[config.mk]
export PLATFORM = sky130hd
export DESIGN_NAME = uart_mem_loader
export DESIGN_NICKNAME = d
export VERILOG_FILES = /design/src/rtl/uart_mem_loader.sv
export SDC_FILE = /design/constraint.sdc
export NUM_CORES = 1
export LEC_CHECK = 0
export BUFFER_PORTS_ARGS = -buffer_cell sky130_fd_sc_hd__buf_2
export CORE_ASPECT_RATIO = 0.75
export CORE_MARGIN = 1
export CORE_UTILIZATION = 35
export DETAILED_ROUTE_END_ITERATION = 16
export GPL_ROUTABILITY_DRIVEN = 0
export GPL_TIMING_DRIVEN = 0
export PLACE_DENSITY = 0.49
export SKIP_CTS_REPAIR_TIMING = 1
export SYNTH_ARGS = -nofsm -noshare
export SYNTH_HDL_FRONTEND = slang
export SYNTH_SLANG_ARGS = --single-unit
[constraint.sdc]
create_clock -name clk -period 3.5 [get_ports clk]
set_input_delay 0.525 -clock clk [delete_from_list [all_inputs] [get_ports clk]]
set_output_delay 0.525 -clock clk [all_outputs]
set_load 0.01 [all_outputs]
[src/rtl/uart_mem_loader.sv]
// UART 8N1 program loader: parses 'W' addr(16) count(16) data(16 x count) and drives the sram write port.
// Optional trailing checksum byte is enabled by defining LOADER_CKSUM_EN.
module uart_mem_loader #(
   parameter int CLKDIV  = 868,
   parameter int TIMEOUT = 1000000
) (
   input  logic        clk,
   input  logic        reset,
   input  logic        uart_rx,
   output logic [15:0] mem_waddr_o,
   output logic [15:0] mem_wdata_o,
   output logic        mem_wr_o,
   output logic        cpu_hold_o,
   output logic        done_o,
   output logic        err_o
);

   localparam logic [15:0] DIV_LAST  = 16'(CLKDIV - 1);
   localparam logic [15:0] HALF_LAST = 16'(CLKDIV / 2 - 1);
   localparam logic [31:0] TO_LAST   = 32'(TIMEOUT - 1);

   typedef enum logic [1:0] {RX_IDLE, RX_START, RX_DATA, RX_STOP} rx_state_t;
   typedef enum logic [3:0] {
      P_IDLE, P_ADDR_H, P_ADDR_L, P_CNT_H, P_CNT_L, P_DATA_H, P_DATA_L,
`ifdef LOADER_CKSUM_EN
      P_CKSUM,
`endif
      P_FINISH
   } p_state_t;

`ifdef LOADER_CKSUM_EN
   localparam p_state_t P_AFTER_LAST = P_CKSUM;
`else
   localparam p_state_t P_AFTER_LAST = P_FINISH;
`endif

   rx_state_t   r_rx_state;
   p_state_t    r_p_state;
   logic        r_rx_s1, r_rx_s2, r_rx_prev;
   logic [15:0] r_bit_cnt;
   logic [2:0]  r_bit_idx;
   logic [7:0]  r_shift;
   logic [7:0]  r_rx_byte;
   logic        r_byte_vld;
   logic        r_frame_err;
   logic [15:0] r_addr, r_cnt, r_waddr, r_wdata;
   logic [7:0]  r_hi;
   logic        r_wr, r_hold, r_done, r_err;
   logic [31:0] r_to_cnt;
`ifdef LOADER_CKSUM_EN
   logic [7:0]  r_sum;
`endif
   logic        w_timeout;

   assign mem_waddr_o = r_waddr;
   assign mem_wdata_o = r_wdata;
   assign mem_wr_o    = r_wr;
   assign cpu_hold_o  = r_hold;
   assign done_o      = r_done;
   assign err_o       = r_err;

   // Receiver: start bit re-checked mid-bit, then every sample lands mid-bit.
   always_ff @(posedge clk) begin
      if (reset) begin
         r_rx_s1     <= 1'b1;
         r_rx_s2     <= 1'b1;
         r_rx_prev   <= 1'b1;
         r_rx_state  <= RX_IDLE;
         r_bit_cnt   <= '0;
         r_bit_idx   <= '0;
         r_shift     <= '0;
         r_rx_byte   <= '0;
         r_byte_vld  <= 1'b0;
         r_frame_err <= 1'b0;
      end else begin
         r_rx_s1     <= uart_rx;
         r_rx_s2     <= r_rx_s1;
         r_rx_prev   <= r_rx_s2;
         r_byte_vld  <= 1'b0;
         r_frame_err <= 1'b0;
         case (r_rx_state)
            RX_IDLE: begin
               r_bit_cnt <= '0;
               if (r_rx_prev && !r_rx_s2) r_rx_state <= RX_START;
            end
            RX_START: begin
               if (r_bit_cnt == HALF_LAST) begin
                  r_bit_cnt  <= '0;
                  r_bit_idx  <= '0;
                  r_rx_state <= r_rx_s2 ? RX_IDLE : RX_DATA;
               end else r_bit_cnt <= r_bit_cnt + 16'd1;
            end
            RX_DATA: begin
               if (r_bit_cnt == DIV_LAST) begin
                  r_bit_cnt <= '0;
                  r_shift   <= {r_rx_s2, r_shift[7:1]};
                  if (r_bit_idx == 3'd7) r_rx_state <= RX_STOP;
                  else r_bit_idx <= r_bit_idx + 3'd1;
               end else r_bit_cnt <= r_bit_cnt + 16'd1;
            end
            default: begin
               if (r_bit_cnt == DIV_LAST) begin
                  r_bit_cnt  <= '0;
                  r_rx_state <= RX_IDLE;
                  if (r_rx_s2) begin
                     r_byte_vld <= 1'b1;
                     r_rx_byte  <= r_shift;
                  end else r_frame_err <= 1'b1;
               end else r_bit_cnt <= r_bit_cnt + 16'd1;
            end
         endcase
      end
   end

   assign w_timeout = (r_p_state != P_IDLE) && (r_p_state != P_FINISH) &&
                      !r_byte_vld && (r_to_cnt == TO_LAST);

   // Command parser; every command ending funnels through P_FINISH so done_o trails the last write.
   always_ff @(posedge clk) begin
      if (reset) begin
         r_p_state <= P_IDLE;
         r_addr    <= '0;
         r_cnt     <= '0;
         r_hi      <= '0;
         r_waddr   <= '0;
         r_wdata   <= '0;
         r_wr      <= 1'b0;
         r_hold    <= 1'b0;
         r_done    <= 1'b0;
         r_err     <= 1'b0;
         r_to_cnt  <= '0;
`ifdef LOADER_CKSUM_EN
         r_sum     <= '0;
`endif
      end else begin
         r_wr   <= 1'b0;
         r_done <= 1'b0;
         if (r_frame_err) r_err <= 1'b1;
         if (r_p_state == P_IDLE || r_byte_vld) r_to_cnt <= '0;
         else r_to_cnt <= r_to_cnt + 32'd1;
`ifdef LOADER_CKSUM_EN
         if (r_byte_vld) r_sum <= (r_p_state == P_IDLE) ? 8'd0 : r_sum + r_rx_byte;
`endif
         if (w_timeout) begin
            r_p_state <= P_IDLE;
            r_err     <= 1'b1;
            r_hold    <= 1'b0;
         end else begin
            case (r_p_state)
               P_IDLE: if (r_byte_vld && r_rx_byte == 8'h57) begin
                  r_p_state <= P_ADDR_H;
                  r_err     <= 1'b0;
                  r_hold    <= 1'b1;
               end
               P_ADDR_H: if (r_byte_vld) begin
                  r_addr[15:8] <= r_rx_byte;
                  r_p_state    <= P_ADDR_L;
               end
               P_ADDR_L: if (r_byte_vld) begin
                  r_addr[7:0] <= r_rx_byte;
                  r_p_state   <= P_CNT_H;
               end
               P_CNT_H: if (r_byte_vld) begin
                  r_cnt[15:8] <= r_rx_byte;
                  r_p_state   <= P_CNT_L;
               end
               P_CNT_L: if (r_byte_vld) begin
                  r_cnt[7:0] <= r_rx_byte;
                  r_p_state  <= ({r_cnt[15:8], r_rx_byte} == 16'd0) ? P_AFTER_LAST : P_DATA_H;
               end
               P_DATA_H: if (r_byte_vld) begin
                  r_hi      <= r_rx_byte;
                  r_p_state <= P_DATA_L;
               end
               P_DATA_L: if (r_byte_vld) begin
                  r_wr      <= 1'b1;
                  r_waddr   <= r_addr;
                  r_wdata   <= {r_hi, r_rx_byte};
                  r_addr    <= r_addr + 16'd1;
                  r_cnt     <= r_cnt - 16'd1;
                  r_p_state <= (r_cnt == 16'd1) ? P_AFTER_LAST : P_DATA_H;
               end
`ifdef LOADER_CKSUM_EN
               P_CKSUM: if (r_byte_vld) begin
                  if (r_rx_byte != r_sum) r_err <= 1'b1;
                  r_p_state <= P_FINISH;
               end
`endif
               default: begin
                  r_done    <= 1'b1;
                  r_hold    <= 1'b0;
                  r_p_state <= P_IDLE;
               end
            endcase
         end
      end
   end

endmodule
==> out/results.txt <==
status -> complete, but fails checks
violated checks -> DRC
largest net degree at the start of global routing -> 19
Avg Cell Area, Syn -> 8.000 sq um
Port Buffers -> 38
core footprint -> 19,490 sq um
synth warn -> 0
Sw Share -> 25.52%
Clock Power Share -> 50.7%
Vias -> 6,310
pre-CTS setup slack -> 0.6423 ns
# DRC -> 2
initial cell density of the core -> 35.96%
Clock Pin Slew Worst Setup and Hold Paths -> 0.08 ns
DR WL/cell -> 16.27 um
FF+latch count, synth -> 153
Min-Delay Startpoint -> uart_rx
period utilization -> 84.70%
Final Setup Violations -> 0
CTS tree -> done
I/O Pins -> 39
Fin Setup TNS -> 0 ns
Clk Latency, worst-skew pair -> 0.44 ns
Pre-Repair DR Iteration Count -> 11
Root Driver -> clkbuf_16
number of flops mapped to enable cells by yosys -> 0
critical path capture point type -> register
share of cells above drive strength 1 -> 9.197%
deepest clock path buffer count -> 2
Area growth syn-to-layout -> 15.84%
row cnt -> 44
WP data required -> 3.87 ns
routed vias/inst -> 5.263
Routed Wire Length -> 19.51 mm
die width -> 165.4 um
Synth area leaders -> dfxtp_1 (44%), nand2_1 (6.8%), nor2_1 (6.6%)
dpl hpwl -> 13.92 mm
crit path DAT -> 3.33 ns
maximum VDD drop -> 0.3531 mV
DR iter-0 viols -> 500
sequential share of the synthesized area -> 43.71%
Leakage -> 0.002746 uW
GRT Total Usage -> 19.66%
post-synth top area cell -> dfxtp_1
pwr dens -> 449.8 nW/um^2
Final ANT Viol Nets -> 0
chip height -> 124.5 um
Gate Count Post-Synth -> 876
measured slew at the worst slew-check pin -> 1.280 ns
Netlist Area Pre-Place -> 7008 sq um
post-layout net count -> 944
vias in the first global route -> 5,669
worst clock skew -> 0.01728 ns
Gate power share -> 1.4%
Worst R2R Start -> r_p_state[2]
Critical Path Start -> r_p_state[2]
Main synth FF type -> dfxtp_1
type of the tightest min-delay check -> in -> reg
Pint -> 2720 uW
Fin. Hold Viols -> 0
max-cap viol count -> 0
global-route wire length before repair -> 31.51 mm
grt total ovfl -> 0
number of antenna violations at the first check in global routing -> 0
CP Class -> reg -> reg
Syn Nets -> 887
clock sink total -> 153
Synth top area share -> 43.71%
worst reg2reg setup slack -> 0.54 ns
antenna fix cells -> 0
post-synth cell types -> 63
total CTS buffers -> 17
FMAX -> 0.3373 GHz
Slew Limit Fails -> 0
H-tree Lvls -> 4
Worst Path Max Fanout -> 10
Reg power frac -> 47.9%
Final Critical Period -> 2.965 ns
Max-slew headroom -> 13.98%
P_sw -> 931.9 uW
PnR worst setup slack -> 0.5355 ns
die area -> 20,600 sq um
RSZ-0062 raised after global routing -> no
crit path launch type -> register
Async SR Flop Fraction -> 0%
-- sequential cells by signal, indices dropped and copies added, names as in the netlist, 2 cells and up --
signal	cells
mem_waddr_o	16
mem_wdata_o	16
r_addr	16
r_bit_cnt	16
r_bit_idx	3
r_cnt	16
r_hi	8
r_p_state	3
r_rx_byte	8
r_rx_state	2
r_shift	8
r_to_cnt	32
-- per-stage QoR --
stage / cell area, sq um / hold slack, ns / power (uW) / instances / utilization (%)
floorplan: 7008 / 0.3895 / 1819 / 876 / -
global placement: 7515 / 0.3921 / 1840 / 1167 / 38.56
detailed placement: 7515 / 0.4056 / 1839 / 1167 / 38.56
CTS: 8118 / 0.2565 / 3694 / 1199 / 41.65
global route: 8118 / 0.2577 / 3776 / 1199 / 41.65
finish: 8118 / 0.2744 / 3652 / 1199 / 41.65
-- synth_stat cells (3+ instances only) --
library cell,count
a22o_1,3
buf_2,3
a21oi_1,83
clkbuf_1,47
a2bb2oi_1,4
buf_1,3
and4_1,9
o21a_1,5
and2_1,5
nor2_1,123
nand3b_1,4
o31ai_1,6
mux2i_1,20
a211oi_1,5
nand2_1,127
nor3_1,23
nand2b_1,5
a41o_1,4
dfxtp_1,153
ha_1,8
and3_1,6
nor4_1,21
nor3b_1,4
or3_1,11
or4_1,5
o21ai_0,26
or2_2,4
inv_1,15
xnor2_1,22
nor2b_1,5
nand3_1,29
a22oi_1,3
nand4_1,19
a31oi_1,8
nand4b_1,4
o22ai_1,3
xor2_1,16
-- cells by family (layout without fill, tap and decap cells) --
| family | after synthesis | count (layout) | synth area share [%] |
|---|---|---|---|
| AO/OA/AOI/OAI | 166 | 166 | 14.19 |
| XOR/XNOR | 38 | 38 | 4.749 |
| adder cells (fa/ha/maj) | 8 | 8 | 1.428 |
| buffers and inverters | 70 | 140 | 3.928 |
| flip-flops | 153 | 153 | 43.71 |
| multiplexers | 21 | 21 | 3.017 |
| AND/OR/NAND/NOR | 420 | 420 | 28.98 |
-- critical path, cell delays in order (launching register included) --
cell and delay, ns:
dfxtp_1 0.30, clkbuf_1 0.33, buf_2 0.28, inv_1 0.17, nor3_1 1.05, clkbuf_1 0.43, nand2_1 0.19, a21oi_1 0.15
-- path summary, 6_finish.rpt --
check,end,cells after the start
setup reg to reg,mem_waddr_o[7],7
hold / removal,r_rx_s1,2
setup / recovery,mem_waddr_o[7],7
hold reg to reg,r_rx_s2,1
-- layout by cell type, fill, tap and decap left out, types with 4 or more instances in the layout --
master,instances
clkbuf_1,47
nor4_1,21
o31ai_1,6
nand2b_1,5
and2_1,5
xor2_1,16
and4_1,9
clkinv_8,5
nor2b_1,5
nand3_1,29
a31oi_1,8
a211oi_1,5
o21a_1,5
nand4b_1,4
or3_1,11
a21oi_1,83
xnor2_1,22
mux2i_1,20
nor2_1,123
nand4_1,19
buf_2,41
clkinv_4,4
clkbuf_16,17
nand2_1,127
a2bb2oi_1,4
o21ai_0,26
dfxtp_1,153
or2_2,4
or4_1,5
inv_8,4
a41o_1,4
nand3b_1,4
and3_1,6
nor3_1,23
ha_1,8
inv_1,15
nor3b_1,4
-- layout make-up --
cell class | count | area [sq um]
Buffer | 55 | 219.0
Clock buffer | 17 | 425.4
Clock inverter | 15 | 177.7
Fill cell | 2066 | 11370
Inverter | 15 | 56.30
Multi-Input combinational cell | 653 | 3670
Sequential cell | 153 | 3063
Tap cell | 253 | 316.6
Timing Repair Buffer | 38 | 190.2
-- power by group through the flow --
| stage | Sequential, uW | Combinational, uW | Clock, uW |
|---|---|---|---|
| 6_report | 1750 | 50.4 | 1850 |
| 5_1_grt | 1750 | 55.8 | 1970 |
| 4_1_cts | 1750 | 51.0 | 1900 |
| 3_5_place_dp | 1790 | 50.8 | 0 |
| 3_3_place_gp | 1790 | 50.7 | 0 |
| 2_1_floorplan | 1790 | 31.2 | 0 |
-- routing by layer --
layer	wire length [um]	part of all wire, %	global-route usage [%]	vias to the layer above
met5	0	0	0	-
met4	182	0.93	4.866	0
met3	1010	5.2	3.963	13
met2	7739	40	25.92	155
met1	10580	54	31.55	2941
li1	-	-	-	3201
No activity file was read; power rests on OpenSTA's default activity.
